File: src/rtl/atm_controller.sv
// ============================================================================
// Module   : atm_controller
// Brief    : ATM session FSM owning the account database (IDs, PINs, balances)
// Revision : 1.0 - initial release
// ============================================================================
`default_nettype none

module atm_controller #(
    parameter int N_ACCT    = 4,
    parameter int ID_W      = 4,
    parameter int PIN_W     = 4,
    parameter int BAL_W     = 8,
    parameter int INIT_BAL  = 100,
    parameter int MAX_TRIES = 3,
    parameter int TIMEOUT   = 255
) (
    input  logic             clk,
    input  logic             rst,
    input  logic             card_in,
    input  logic             lang_sel,
    input  logic             lang_valid,
    input  logic [ID_W-1:0]  acct_id,
    input  logic [PIN_W-1:0] pin,
    input  logic             pin_valid,
    input  logic [2:0]       op,
    input  logic             op_valid,
    input  logic [BAL_W-1:0] amount,
    input  logic [ID_W-1:0]  dest_id,
    input  logic [PIN_W-1:0] new_pin,
    input  logic             exit,
    output logic [BAL_W-1:0] balance,
    output logic             done,
    output logic [2:0]       err,
    output logic             language,
    output logic             card_eject,
    output logic [2:0]       state
);

    localparam int IDX_W  = (N_ACCT > 1) ? $clog2(N_ACCT) : 1;
    localparam int FAIL_W = $clog2(MAX_TRIES + 1);
    localparam int TMO_W  = $clog2(TIMEOUT + 1);
    localparam logic [TMO_W-1:0] TMO_LAST = TMO_W'(TIMEOUT - 1);

    localparam logic [2:0] E_OK     = 3'd0;
    localparam logic [2:0] E_BADPIN = 3'd1;
    localparam logic [2:0] E_LOCKED = 3'd2;
    localparam logic [2:0] E_INSUF  = 3'd3;
    localparam logic [2:0] E_OVF    = 3'd4;
    localparam logic [2:0] E_BADDST = 3'd5;
    localparam logic [2:0] E_BADOP  = 3'd6;
    localparam logic [2:0] E_TMO    = 3'd7;

    typedef enum logic [2:0] {
        S_IDLE  = 3'd0,
        S_LANG  = 3'd1,
        S_PIN   = 3'd2,
        S_MENU  = 3'd3,
        S_EXEC  = 3'd4,
        S_EJECT = 3'd5
    } state_t;

    state_t             state_q, state_d;
    logic [BAL_W-1:0]   balance_q, balance_d;
    logic               done_q, done_d;
    logic [2:0]         err_q, err_d;
    logic               language_q, language_d;
    logic               card_eject_q, card_eject_d;
    logic [FAIL_W-1:0]  fails_q, fails_d;
    logic [TMO_W-1:0]   tmo_q, tmo_d;
    logic [IDX_W-1:0]   sess_q, sess_d;
    logic [2:0]         op_q, op_d;
    logic [BAL_W-1:0]   amt_q, amt_d;
    logic [ID_W-1:0]    dst_q, dst_d;
    logic [PIN_W-1:0]   npin_q, npin_d;
    logic [BAL_W-1:0]   bal_q [N_ACCT];
    logic [BAL_W-1:0]   bal_d [N_ACCT];
    logic [PIN_W-1:0]   pin_q [N_ACCT];
    logic [PIN_W-1:0]   pin_d [N_ACCT];
    logic [N_ACCT-1:0]  locked_q, locked_d;

    logic [IDX_W-1:0]   w_idx;
    logic [IDX_W-1:0]   w_didx;
    logic               w_id_ok;
    logic               w_dst_ok;
    logic               w_abort;
    logic               w_strobe;
    logic               w_counting;
    logic [BAL_W-1:0]   w_self_bal;
    logic [BAL_W-1:0]   w_dst_bal;
    logic [BAL_W:0]     w_self_sum;
    logic [BAL_W:0]     w_dst_sum;

    assign w_idx      = acct_id[IDX_W-1:0];
    assign w_didx     = dst_q[IDX_W-1:0];
    assign w_id_ok    = 32'(acct_id) < 32'(N_ACCT);
    assign w_dst_ok   = (32'(dst_q) < 32'(N_ACCT)) && (32'(dst_q) != 32'(sess_q));
    assign w_abort    = exit || !card_in;
    assign w_strobe   = lang_valid || pin_valid || op_valid;
    assign w_counting = (state_q == S_LANG) || (state_q == S_PIN) || (state_q == S_MENU);
    assign w_self_bal = bal_q[sess_q];
    assign w_dst_bal  = bal_q[w_didx];
    assign w_self_sum = {1'b0, w_self_bal} + {1'b0, amt_q};
    assign w_dst_sum  = {1'b0, w_dst_bal} + {1'b0, amt_q};

    always_comb begin
        state_d      = state_q;
        balance_d    = balance_q;
        done_d       = 1'b0;
        err_d        = err_q;
        language_d   = language_q;
        fails_d      = fails_q;
        sess_d       = sess_q;
        op_d         = op_q;
        amt_d        = amt_q;
        dst_d        = dst_q;
        npin_d       = npin_q;
        bal_d        = bal_q;
        pin_d        = pin_q;
        locked_d     = locked_q;

        case (state_q)
            S_IDLE: begin
                if (card_in) state_d = S_LANG;
            end
            S_LANG: begin
                if (w_abort) begin
                    state_d = S_EJECT;
                end else if (lang_valid) begin
                    language_d = lang_sel;
                    state_d    = S_PIN;
                end else if (tmo_q == TMO_LAST) begin
                    done_d  = 1'b1;
                    err_d   = E_TMO;
                    state_d = S_EJECT;
                end
            end
            S_PIN: begin
                if (w_abort) begin
                    state_d = S_EJECT;
                end else if (pin_valid) begin
                    done_d = 1'b1;
                    if (w_id_ok && locked_q[w_idx]) begin
                        err_d   = E_LOCKED;
                        state_d = S_EJECT;
                    end else if (w_id_ok && (pin_q[w_idx] == pin)) begin
                        err_d     = E_OK;
                        sess_d    = w_idx;
                        fails_d   = '0;
                        balance_d = bal_q[w_idx];
                        state_d   = S_MENU;
                    end else begin
                        err_d   = E_BADPIN;
                        fails_d = fails_q + FAIL_W'(1);
                        if (32'(fails_q) + 32'd1 >= 32'(MAX_TRIES)) begin
                            if (w_id_ok) locked_d[w_idx] = 1'b1;
                            state_d = S_EJECT;
                        end
                    end
                end else if (tmo_q == TMO_LAST) begin
                    done_d  = 1'b1;
                    err_d   = E_TMO;
                    state_d = S_EJECT;
                end
            end
            S_MENU: begin
                if (w_abort) begin
                    state_d = S_EJECT;
                end else if (op_valid) begin
                    op_d    = op;
                    amt_d   = amount;
                    dst_d   = dest_id;
                    npin_d  = new_pin;
                    state_d = (op == 3'b000) ? S_EJECT : S_EXEC;
                end else if (tmo_q == TMO_LAST) begin
                    done_d  = 1'b1;
                    err_d   = E_TMO;
                    state_d = S_EJECT;
                end
            end
            S_EXEC: begin
                // The latched op always commits; exit/card removal only redirects the next state.
                done_d = 1'b1;
                err_d  = E_OK;
                case (op_q)
                    3'b001: begin
                        if (w_self_sum[BAL_W]) err_d = E_OVF;
                        else bal_d[sess_q] = w_self_sum[BAL_W-1:0];
                    end
                    3'b010: begin
                        if (amt_q > w_self_bal) err_d = E_INSUF;
                        else bal_d[sess_q] = w_self_bal - amt_q;
                    end
                    3'b011: begin
                        if (!w_dst_ok) begin
                            err_d = E_BADDST;
                        end else if (amt_q > w_self_bal) begin
                            err_d = E_INSUF;
                        end else if (w_dst_sum[BAL_W]) begin
                            err_d = E_OVF;
                        end else begin
                            bal_d[sess_q] = w_self_bal - amt_q;
                            bal_d[w_didx] = w_dst_sum[BAL_W-1:0];
                        end
                    end
                    3'b100:  pin_d[sess_q] = npin_q;
                    3'b101:  err_d = E_OK;
                    default: err_d = E_BADOP;
                endcase
                balance_d = bal_d[sess_q];
                state_d   = w_abort ? S_EJECT : S_MENU;
            end
            S_EJECT: begin
                fails_d = '0;
                state_d = S_IDLE;
            end
            default: state_d = S_IDLE;
        endcase

        card_eject_d = (state_d == S_EJECT) && (state_q != S_EJECT);

        if (!w_counting || w_strobe || (state_d != state_q)) tmo_d = '0;
        else tmo_d = tmo_q + TMO_W'(1);
    end

    always_ff @(posedge clk or posedge rst) begin
        if (rst) begin
            state_q      <= S_IDLE;
            balance_q    <= '0;
            done_q       <= 1'b0;
            err_q        <= E_OK;
            language_q   <= 1'b0;
            card_eject_q <= 1'b0;
            fails_q      <= '0;
            tmo_q        <= '0;
            sess_q       <= '0;
            op_q         <= '0;
            amt_q        <= '0;
            dst_q        <= '0;
            npin_q       <= '0;
            locked_q     <= '0;
            for (int k = 0; k < N_ACCT; k++) begin
                bal_q[k] <= BAL_W'(INIT_BAL);
                pin_q[k] <= PIN_W'(k);
            end
        end else begin
            state_q      <= state_d;
            balance_q    <= balance_d;
            done_q       <= done_d;
            err_q        <= err_d;
            language_q   <= language_d;
            card_eject_q <= card_eject_d;
            fails_q      <= fails_d;
            tmo_q        <= tmo_d;
            sess_q       <= sess_d;
            op_q         <= op_d;
            amt_q        <= amt_d;
            dst_q        <= dst_d;
            npin_q       <= npin_d;
            locked_q     <= locked_d;
            bal_q        <= bal_d;
            pin_q        <= pin_d;
        end
    end

    assign balance    = balance_q;
    assign done       = done_q;
    assign err        = err_q;
    assign language   = language_q;
    assign card_eject = card_eject_q;
    assign state      = state_q;

endmodule

`default_nettype wire

File: config.mk
export PLATFORM = sky130hd
export DESIGN_NAME = atm_controller
export DESIGN_NICKNAME = d
export VERILOG_FILES = /design/src/rtl/atm_controller.sv
export SDC_FILE = /design/constraint.sdc
export NUM_CORES = 1
export LEC_CHECK = 0
export CELL_PAD_IN_SITES_DETAIL_PLACEMENT = 1
export CELL_PAD_IN_SITES_GLOBAL_PLACEMENT = 2
export CORE_AREA = 2 2 161 202
export DETAILED_ROUTE_END_ITERATION = 10
export DIE_AREA = 0 0 163 204
export DONT_BUFFER_PORTS = 1
export GPL_TIMING_DRIVEN = 0
export PLACE_DENSITY = 0.71
export SYNTH_ARGS = -nofsm -noshare
export SYNTH_HDL_FRONTEND = slang
export SYNTH_SLANG_ARGS = --single-unit
File: constraint.sdc
create_clock -name clk -period 4.1 [get_ports clk]
set_input_delay 0.205 -clock clk [delete_from_list [all_inputs] [get_ports clk]]
set_output_delay 0.205 -clock clk [all_outputs]
set_load 0.03 [all_outputs]
==> reports/qor.txt <==
Port Buffer Count = 0
synth warn = 0
Area growth syn-to-layout = 21.0%
Clock Tree Root = clkbuf_16
FMAX = 248 MHz
Rows = 73
internal power = 3610 uW
Tmin final = 4.04 ns
Core ar. = 31500 um^2
area of the die = 33300 um^2
Die Y = 204 um
syn_nets = 1169
GRT overflow = 0
Syn Inst Count = 1101
HPWL Detailed = 34.3 mm
Combinational Power Share = 69.1%
flops & latches, synth = 100
GPL Wtd Cong = 0.968
final std cells w/o fill = 1592
fraction of layout cells with a size suffix above 1 = 21.2%
initial antenna violation count = 2
wirelength, routed = 45.9 mm
Final nets = 1243
fin crit share = 98.5%
# setup viols final = 0
number of flops mapped to enable cells by yosys = 0
sw power = 4750 uW
overall power = 8370 uW
CTS max path bufs = 2
Most used DFF post-synth = dfrtp_1
Final Hold Slack = 0.0674 ns
HP Start = lang_valid
Sw Ratio = 56.8%
clk slew on worst S/H paths = 0.08 ns
reg2reg start = sess_q[0]
critical path endpoint category = flip-flop
IO Count = 52
FFs w/ async S/R, synth = 100%
Avg Cell Area, Syn = 8.43 um^2
CP endpoint = balance[4]
Max-Cap Viols = 0
Starting Density = 29.5%
number of distinct library cells after synthesis = 95
mean routed wirelength per cell = 28.9 um
max-slew violation count = 0
Final Hold Fails = 0
Die X = 163 um
worst r2r dst = balance[4]
Max IR drop VDD = 0.000312 V
Setup crit start = sess_q[0]
ANT nets after route = 0
leak pwr = 0.00428 uW
Final Skew = 0.0195 ns
Via density = 6.25
drt pass-1 iters = 5
CP Max Fanout = 8
clock network fraction of design power = 10.8%
cell depth of the worst flop-to-flop path = 13
CP required = 4.38 ns
Pwr Density = 745 nW/um^2
largest net degree at the start of global routing = 67
GRT Total Usage = 27.7%
hold crit path type = in -> reg
CTS sink count = 100
setup ws final = 0.0618 ns
sequential power share = 20.0%
cts bufs inserted = 9
register area share after synthesis = 27.2%
vias = 9951
Critical Path Start Type = flip-flop
vias in the first global route = 10200
clk_lat worst skew = 0.40 ns
ant diodes = 0
initial detailed-routing violation count = 913
first-pass GRT wire length = 67.2 mm
Post-Place Setup Slack = -1.64 ns
final core utilization = 35.6%
Placed Cells = 1515
htree depth = 3
Worst slew margin = 23.6%
CTS tree = yes
outcome = complete, no violations
Worst Setup Path Type = reg -> reg
cell area after synthesis = 9280 um^2
DRC = 0
Slew @ Worst Pin = 1.14 ns
critical path arrival = 4.32 ns
reg2reg setup slack = 0.06 ns
-- state kept, by name (all words and copies together) (netlist names), 4 cells and up --
name	flops
amt_q	8
bal_q	32
balance	8
dst_q	4
locked_q	4
npin_q	4
pin_q	16
tmo_q	8
-- worst min-delay path by stage --
stage          cells after the start  slack [ns]  endpoint
6_report                           2        0.07  language
3_5_place_dp                       1        0.15  pin_q[4]
2_1_floorplan                      2        0.32  amt_q[1]
4_1_cts                            2        0.05  language
3_3_place_gp                       2        0.33  amt_q[7]
5_1_grt                            2        0.07  language
-- layer usage --
metal | vias to the layer above | track usage [%] | routed length [um]
li1 | 4325 | - | -
met1 | 5066 | 33.1 | 18100
met2 | 436 | 46.0 | 21800
met3 | 122 | 4.87 | 3080
met4 | 2 | 17.6 | 2940
met5 | - | 0 | 13
-- layout by cell type, fill, tap and decap left out, drive strengths merged, types with 15 or more instances in the layout --
cell         count
a21oi           71
a221oi          19
mux2            29
mux4            26
inv             43
o211ai          27
buf             67
o21ai           94
dlygate4sd3     21
mux2i           15
nor3            18
ha              30
clkbuf          58
nand2b          18
nand2          104
dfrtp           84
dfstp           16
nor2           104
nor2b           23
a31oi           25
nand3           28
a211oi          28
-- stage by stage --
step / cell area [um^2] / setup TNS [ns]
floorplan: 9300 / 0
global placement: 9810 / -56.84
detailed placement: 9850 / -44.58
CTS: 10800 / -0.0168
global route: 11200 / -0.0541
finish: 11200 / 0
-- worst max-delay path, stage by stage (launching register included) --
cell       delay [ns]
dfrtp_1          0.38
buf_12           0.14
mux4_2           0.54
ha_4             0.19
fa_2             0.37
nor2b_2          0.18
o31a_1           0.26
buf_6            0.16
buf_4            0.14
xnor2_2          0.34
o21ai_1          0.16
a2111oi_2        0.57
o32ai_1          0.15
o31a_1           0.33
-- cell usage after synthesis (all sizes together), types with 7 or more instances --
cell     instances  area, um^2
a2111oi          7        86.3
a211o            8        70.1
a211oi          28         240
a21o             9        67.6
a21oi           71         355
a221oi          19         173
a31oi           25         156
and2             9        56.3
buf             25         133
clkbuf          49         184
dfrtp           84        2100
dfstp           16         420
ha              30         375
inv             40         150
mux2            29         327
mux2i           15         150
mux4            26         593
nand2          104         395
nand2b          18         115
nand3           28         140
nor2           104         390
nor2b           23         144
nor3            18         106
nor3b            7        57.6
o211ai          27         203
o21a             7        52.6
o21ai           94         474
o221ai          10        87.6
o22ai            9        56.3
o31a             8        70.1
or3              7        43.8
xnor2           10        87.6
xor2            13         114
-- power by group through the flow --
stage / logic (uW) / clock network (uW) / registers [uW]
after global placement: 4770 / 0 / 1680
after detailed placement: 4830 / 0 / 1680
after CTS: 5200 / 931 / 1670
after floorplan: 3200 / 0 / 1540
after global routing: 6110 / 957 / 1710
final: 5780 / 904 / 1680
-- layout make-up --
type                    count  area (um^2)
fillers                  3755        20300
multi-input cells         886         6760
flip-flops and latches    100         2520
repair buffers             68          609
well taps                 412          515
plain buffers              69          377
clock buffers               9          225
inverters                  41          156
clock inverters             7         67.6
-- repair_timing --
item	4_1_cts	5_1_grt
endpoints found under the hold margin	46	0
hold buffers	21	0
resized for setup	64	61
pin swaps	14	21
buffers inserted	21	24
endpoints found under the setup margin	43	14
-- logic make-up (layout without fill, tap and decap cells) --
logic type,Yosys count,count (layout),share of synthesized area [%]
XOR/XNOR,23,23,2.17
buffers and inverters,115,194,5.07
flip-flops,100,100,27.2
adder cells (fa/ha/maj),33,33,4.69
multiplexers,70,70,11.5
AND/OR/NAND/NOR,366,366,19.9
AO/OA/AOI/OAI,394,394,29.5
No activity file was read; power rests on OpenSTA's default activity.
